## config.mk

```make
export PLATFORM = sky130hd
export DESIGN_NAME = donkey_ctl
export DESIGN_NICKNAME = d
export VERILOG_FILES = /design/src/rtl/donkey_ctl.sv
export SDC_FILE = /design/constraint.sdc
export NUM_CORES = 1
export LEC_CHECK = 0
export CAP_MARGIN = 25
export CORE_ASPECT_RATIO = 1.75
export CORE_MARGIN = 2
export CORE_UTILIZATION = 45
export DETAILED_ROUTE_END_ITERATION = 8
export PLACE_DENSITY = 0.69
export SETUP_SLACK_MARGIN = 0.02
export SKIP_CTS_REPAIR_TIMING = 1
export SYNTH_ARGS = -nofsm -noshare
export SYNTH_HDL_FRONTEND = slang
export SYNTH_SLANG_ARGS = --single-unit
```

## constraint.sdc

```tcl
create_clock -name clk -period 2.54 [get_ports clk]
set_input_delay 0.508 -clock clk [delete_from_list [all_inputs] [get_ports clk]]
set_output_delay 0.508 -clock clk [all_outputs]
set_load 0.01 [all_outputs]
```

## src/rtl/donkey_ctl.sv

```systemverilog
// donkey_ctl: per-frame motion controller for the donkey sprite.
//
// The controller reads the player controls once per video frame, on the rising
// edge of vblnk, and updates the sprite's top-left position. Horizontal motion
// is clamped to the screen. Vertical motion is a gravity-driven jump with three
// states: GROUND, AIR and LAND. All outputs are registered and change only on
// the clock edge that ends the tick cycle, so motion never changes mid-frame.
//
// Ports:
//   clk        in   system pixel clock
//   rst        in   synchronous reset, active-low (0 = reset)
//   vblnk      in   vertical blank; a frame tick is its rising edge
//   move_left  in   level, player holds left
//   move_right in   level, player holds right
//   jump       in   level, player holds jump
//   xpos       out  [10:0] sprite x position, unsigned
//   ypos       out  [10:0] sprite y position, unsigned
//   mirror     out  1 = sprite faces left
//   airborne   out  1 while the vertical FSM is in AIR

module donkey_ctl #(
    parameter int X_INIT   = 10,
    parameter int Y_GROUND = 500,
    parameter int X_MIN    = 0,
    parameter int X_MAX    = 976,
    parameter int STEP     = 2,
    parameter int JUMP_V0  = 12,
    parameter int GRAVITY  = 1
) (
    input  logic        clk,
    input  logic        rst,
    input  logic        vblnk,
    input  logic        move_left,
    input  logic        move_right,
    input  logic        jump,
    output logic [10:0] xpos,
    output logic [10:0] ypos,
    output logic        mirror,
    output logic        airborne
);

    typedef enum logic [1:0] {
        ST_GROUND = 2'd0,
        ST_AIR    = 2'd1,
        ST_LAND   = 2'd2
    } state_t;

    // 12-bit signed views of the position limits and step
    localparam logic signed [11:0] X_MIN_S    = 12'(X_MIN);
    localparam logic signed [11:0] X_MAX_S    = 12'(X_MAX);
    localparam logic signed [11:0] STEP_S     = 12'(STEP);
    localparam logic signed [11:0] Y_GROUND_S = 12'(Y_GROUND);
    localparam logic signed [11:0] X_INIT_S   = 12'(X_INIT);
    localparam logic signed [8:0]  VEL_MIN    = -9'sd128;

    state_t             state_q, state_d;
    logic               vblnk_q;
    logic               armed_q, armed_d;
    logic               tick;
    logic [10:0]        xpos_q, xpos_d;
    logic [10:0]        ypos_q, ypos_d;
    logic               mirror_q, mirror_d;
    logic signed [7:0]  vel_q, vel_d;

    logic signed [11:0] x_cur;
    logic signed [11:0] x_left;
    logic signed [11:0] x_right;
    logic signed [11:0] y_next;
    logic signed [8:0]  vel_dec;

    // ------------------------------------------------------------------
    // Frame tick detection.
    // vblnk_q is forced low in reset, so a vblnk already high at reset
    // release would look like a rising edge. armed_q blocks the tick until
    // vblnk has been seen low at least once after reset.
    // ------------------------------------------------------------------
    assign armed_d = armed_q | ~vblnk;
    assign tick    = vblnk & ~vblnk_q & armed_q;

    // ------------------------------------------------------------------
    // FSM process 1: state register
    // ------------------------------------------------------------------
    // NOTE: clocked state uses non-blocking assignments so every flop samples
    // the pre-edge values of the others, regardless of statement order.
    always_ff @(posedge clk) begin
        if (!rst) begin
            state_q <= ST_GROUND;
        end else begin
            state_q <= state_d;
        end
    end

    // ------------------------------------------------------------------
    // Datapath registers
    // ------------------------------------------------------------------
    always_ff @(posedge clk) begin
        if (!rst) begin
            vblnk_q  <= 1'b0;
            armed_q  <= 1'b0;
            xpos_q   <= X_INIT_S[10:0];
            ypos_q   <= Y_GROUND_S[10:0];
            mirror_q <= 1'b0;
            vel_q    <= 8'sd0;
        end else begin
            vblnk_q  <= vblnk;
            armed_q  <= armed_d;
            xpos_q   <= xpos_d;
            ypos_q   <= ypos_d;
            mirror_q <= mirror_d;
            vel_q    <= vel_d;
        end
    end

    // ------------------------------------------------------------------
    // FSM process 2: next-state logic
    // ------------------------------------------------------------------
    // NOTE: every signal driven from always_comb gets a default first, so no
    // path leaves it unassigned and no latch is inferred.
    always_comb begin
        state_d = state_q;
        if (tick) begin
            unique case (state_q)
                ST_GROUND: if (jump) state_d = ST_AIR;
                ST_AIR:    if (y_next >= Y_GROUND_S) state_d = ST_LAND;
                ST_LAND:   if (!jump) state_d = ST_GROUND;
                default:   state_d = ST_GROUND;
            endcase
        end
    end

    // ------------------------------------------------------------------
    // Horizontal datapath: widen to signed 12 bits so x - STEP cannot wrap
    // below zero before the clamp.
    // ------------------------------------------------------------------
    always_comb begin
        x_cur    = $signed({1'b0, xpos_q});
        x_left   = x_cur - STEP_S;
        x_right  = x_cur + STEP_S;
        xpos_d   = xpos_q;
        mirror_d = mirror_q;
        if (tick) begin
            if (move_left && !move_right) begin
                xpos_d   = (x_left < X_MIN_S) ? X_MIN_S[10:0] : x_left[10:0];
                mirror_d = 1'b1;
            end else if (move_right && !move_left) begin
                xpos_d   = (x_right > X_MAX_S) ? X_MAX_S[10:0] : x_right[10:0];
                mirror_d = 1'b0;
            end
        end
    end

    // ------------------------------------------------------------------
    // Vertical datapath: velocity is positive going up, so the new y is
    // ypos - velocity. The velocity decrement saturates at -128.
    // ------------------------------------------------------------------
    always_comb begin
        y_next  = $signed({1'b0, ypos_q}) - $signed({{4{vel_q[7]}}, vel_q});
        vel_dec = $signed({vel_q[7], vel_q}) - $signed(9'(GRAVITY));
        ypos_d  = ypos_q;
        vel_d   = vel_q;
        if (tick) begin
            unique case (state_q)
                ST_GROUND: begin
                    if (jump) vel_d = 8'(JUMP_V0);
                end
                ST_AIR: begin
                    if (y_next >= Y_GROUND_S) begin
                        ypos_d = Y_GROUND_S[10:0];
                        vel_d  = 8'sd0;
                    end else begin
                        ypos_d = (y_next < 12'sd0) ? 11'd0 : y_next[10:0];
                        vel_d  = (vel_dec < VEL_MIN) ? VEL_MIN[7:0] : vel_dec[7:0];
                    end
                end
                default: begin
                    ypos_d = ypos_q;
                    vel_d  = vel_q;
                end
            endcase
        end
    end

    // ------------------------------------------------------------------
    // FSM process 3: outputs
    // ------------------------------------------------------------------
    always_comb begin
        airborne = (state_q == ST_AIR);
    end

    assign xpos   = xpos_q;
    assign ypos   = ypos_q;
    assign mirror = mirror_q;

endmodule

```

==> impl_metrics.csv <==
group,metric,value,unit
global_route,grt_max_degree,15,
cts,numCtsBuffers,5,
worst_setup_path,r2r_start,"vel_q[3]",
finish,final_cell_mix,"buf_4, nand2_1, nor2_1",
logic_synthesis,ys_seq_elements,34,
finish,nFillCells,545,
floorplan,fp.dieH,107,µm
worst_hold_path,min-delay-path-class,"flip-flop to flip-flop",
route,dr_total_vias,3019,
logic_synthesis,seq_area_frac_synth,24.8,%
logic_synthesis,synthAdderAreaFrac,7.58,%
cts,htreeDepth,2,
worst_setup_path,critPathLaunch,"vel_q[3]",
power,ir_worst_vdd,0.337,mV
power,cellLeakagePower,0.00147,µW
cts,clk_latency,290,ps
power,power_density,439,nW/µm²
logic_synthesis,yosysTopAreaCell,"dfxtp_1",
logic_synthesis,synth.area.top_cells,"dfxtp_1, ha_1, a21oi_1",
cts,clock_sinks,34,
timing,worst_pin_slew,540,ps
route,met2_length,4760,µm
finish,final_common_cell,"buf_4",
worst_setup_path,worstPathRequired,2700,ps
floorplan,pin_count,30,
logic_synthesis,synthFlopType,"dfxtp_1",
route,drc_errors,0,
logic_synthesis,synth_area,2740,µm²
timing,grt_setup_unrepaired,"yes",
logic_synthesis,synth_cell_types,65,
finish,syn_to_final_growth,33.8,%
timing,slew_headroom,63.9,%
floorplan,die_area,6750,µm²
route,drt-met1-wl,3120,µm
placement,gp_congestion,0.928,
route,viasPerCell,5.94,
route,wl_met3,327,µm
logic_synthesis,synth_edf_count,0,
outcome,status,"finished, violations left",
route,routed.top_layer,"met4",
route,wl_per_cell,16.9,µm
logic_synthesis,synth_compound_area_share,31.0,%
timing,final.period_utilization,109,%
outcome,violations,"negative setup slack",
timing,hold_viol,0,
floorplan,start_util,46.6,%
worst_setup_path,crit_type,"flip-flop to flip-flop",
worst_setup_path,crit_chain,"inv_1, ha_1, o211ai_1, or2_2, a221o_1, nor2_2, nor4b_4, o21ai_4, a31oi_1, mux2i_1",
global_route,gr-total-overflow,0,
worst_setup_path,slowest_stage,"nor4b_4",
worst_setup_path,crit_fanout,5,
global_route,grt_antenna_before_repair,0,
timing,timing.final.ws_setup,-236,ps
finish,instances_no_fill,508,
logic_synthesis,yosysTopAreaCellShare,24.8,%
timing,finalMaxSlewViolations,0,
global_route,grt_pass1_wl,13000,µm
worst_setup_path,crit_path_start_kind,"flip-flop",
cts,clockBufferDepth,2,
finish,fin_util,62.4,%
logic_synthesis,synth_top_family_by_area,"compound AO/OA/AOI/OAI gates",
floorplan,core,5880,µm²
finish,nets,451,
worst_setup_path,cp_num_buf_inv,1,
placement,dp_hpwl,6320,µm
logic_synthesis,ys_warn_count,0,
finish,diodes,0,
worst_hold_path,min-delay-start,"armed_q",
logic_synthesis,syn_area_per_cell,7.49,µm²
timing,min_period,2780,ps
timing,finalClockSkew,9.95,ps
logic_synthesis,post_synth_and_or_nand_nor_area_fraction,24.7,%
logic_synthesis,muxShareOfSynthArea,0.731,%
route,drtIter0Drc,216,
route,drtAntennaViolNets,0,
logic_synthesis,synth_xor_area_share,2.88,%
floorplan,dieWidth,63.0,µm
cts,clockRootBuffer,"clkbuf_8",
global_route,grt_pass1_vias,2914,
logic_synthesis,synthCells,366,
placement,placed_cells,496,
logic_synthesis,synthArstFlopShare,0,%
worst_setup_path,cp-end-kind,"flip-flop",
worst_setup_path,cp.arrival,2930,ps
worst_setup_path,path_delay_family,"compound AO/OA/AOI/OAI gates",
worst_setup_path,cp_slowest_stage_delay,420,ps
route,drt_pass1_iterations,4,
global_route,track_usage,23.9,%
cts,cts_tree,"built",
finish,drive_gt1_share,26.3,%
route,totalWireLength,8580,µm
logic_synthesis,syn_nets,388,
run,max-cap-violations,0,
cts,cts.clk_slew.worst_paths,80,ps
placement,portBuffers,28,
timing,max_freq,360,MHz
timing,setup_viol,19,
floorplan,rows,37,
## kinds of logic after synthesis
group / count (synthesis)
XOR/XNOR: 9
multiplexers: 2
AND/OR/NAND/NOR: 131
adder cells (fa/ha/maj): 16
other: 1
flip-flops: 34
AO/OA/AOI/OAI: 125
buffers and inverters: 48
## synthesized netlist by cell type (3+ instances only)
cell type and instances:
nor3_1 11, and3_1 5, ha_1 15, nand3_1 8, a21o_1 8, nor2b_1 5
o21a_1 6, o221ai_1 3, a31oi_1 4, nand4_1 5, buf_2 10, clkbuf_1 10
nand2_1 34, o211ai_1 7, a221o_1 6, inv_1 23, nor2_1 32, a21oi_1 30
a211oi_1 4, dfxtp_1 34, nand2b_1 4, xor2_1 4, o21ai_0 28, and2_1 3
xnor2_1 5, a31o_2 3, or2_2 4, a32oi_1 5, nor4_1 5
## final timing paths
| check | endpoint | slack (ps) | cells after the start |
|---|---|---|---|
| max | vel_q[4] | -240 | 10 |
| min | armed_q | 460 | 2 |
| max reg2reg | vel_q[4] | -240 | 10 |
| min reg2reg | armed_q | 460 | 2 |
## final cells by class
type	instances	area [µm²]	share of cell area [%]
multi-input cells	285	1980	54.1
flip-flops and latches	34	688	18.8
repair buffers	80	674	18.4
well taps	78	97.6	2.66
inverters	23	86.3	2.35
clock buffers	5	68.8	1.88
clock inverters	3	68.8	1.88
## flip-flops by register name (all words and copies together), names as in the netlist
| signal | flops |
|---|---|
| ypos | 11 |
| vblnk_q | 1 |
| state_q | 2 |
| mirror | 1 |
| xpos | 10 |
| vel_q | 8 |
| armed_q | 1 |
## stage by stage
stage	setup WS, ps	power [µW]	hold slack [ps]	cell area (µm²)	setup TNS [ps]
5_1_grt	-323	1660	493	3670	-3650
2_1_floorplan	81.0	802	430	2740	0
6_report	-236	1610	456	3670	-1930
3_5_place_dp	-302	936	448	3350	-2710
4_1_cts	-350	1540	460	3490	-3190
3_3_place_gp	-323	930	443	3350	-2530
## metal layers
| metal | up-vias | GRT usage, % |
|---|---|---|
| li1 | 1458 | - |
| met1 | 1415 | 22.4 |
| met2 | 112 | 46.5 |
| met3 | 34 | 2.73 |
| met4 | 0 | 16.8 |
| met5 | - | 0 |
## power breakdown
group          switching, µW  total (µW)  internal, µW
sequential              15.4         563           547
clock                    210         604           393
combinational            251         444           193
total                    476        1610          1130
## worst register-to-register path: stages, from the launching register on
cell and delay, ps:
dfxtp_1 360, inv_1 90, ha_1 380, o211ai_1 130, or2_2 310, a221o_1 340, nor2_2 100, nor4b_4 420
o21ai_4 170, a31oi_1 220, mux2i_1 130
Note: power is estimated with default switching activity, not from simulation.
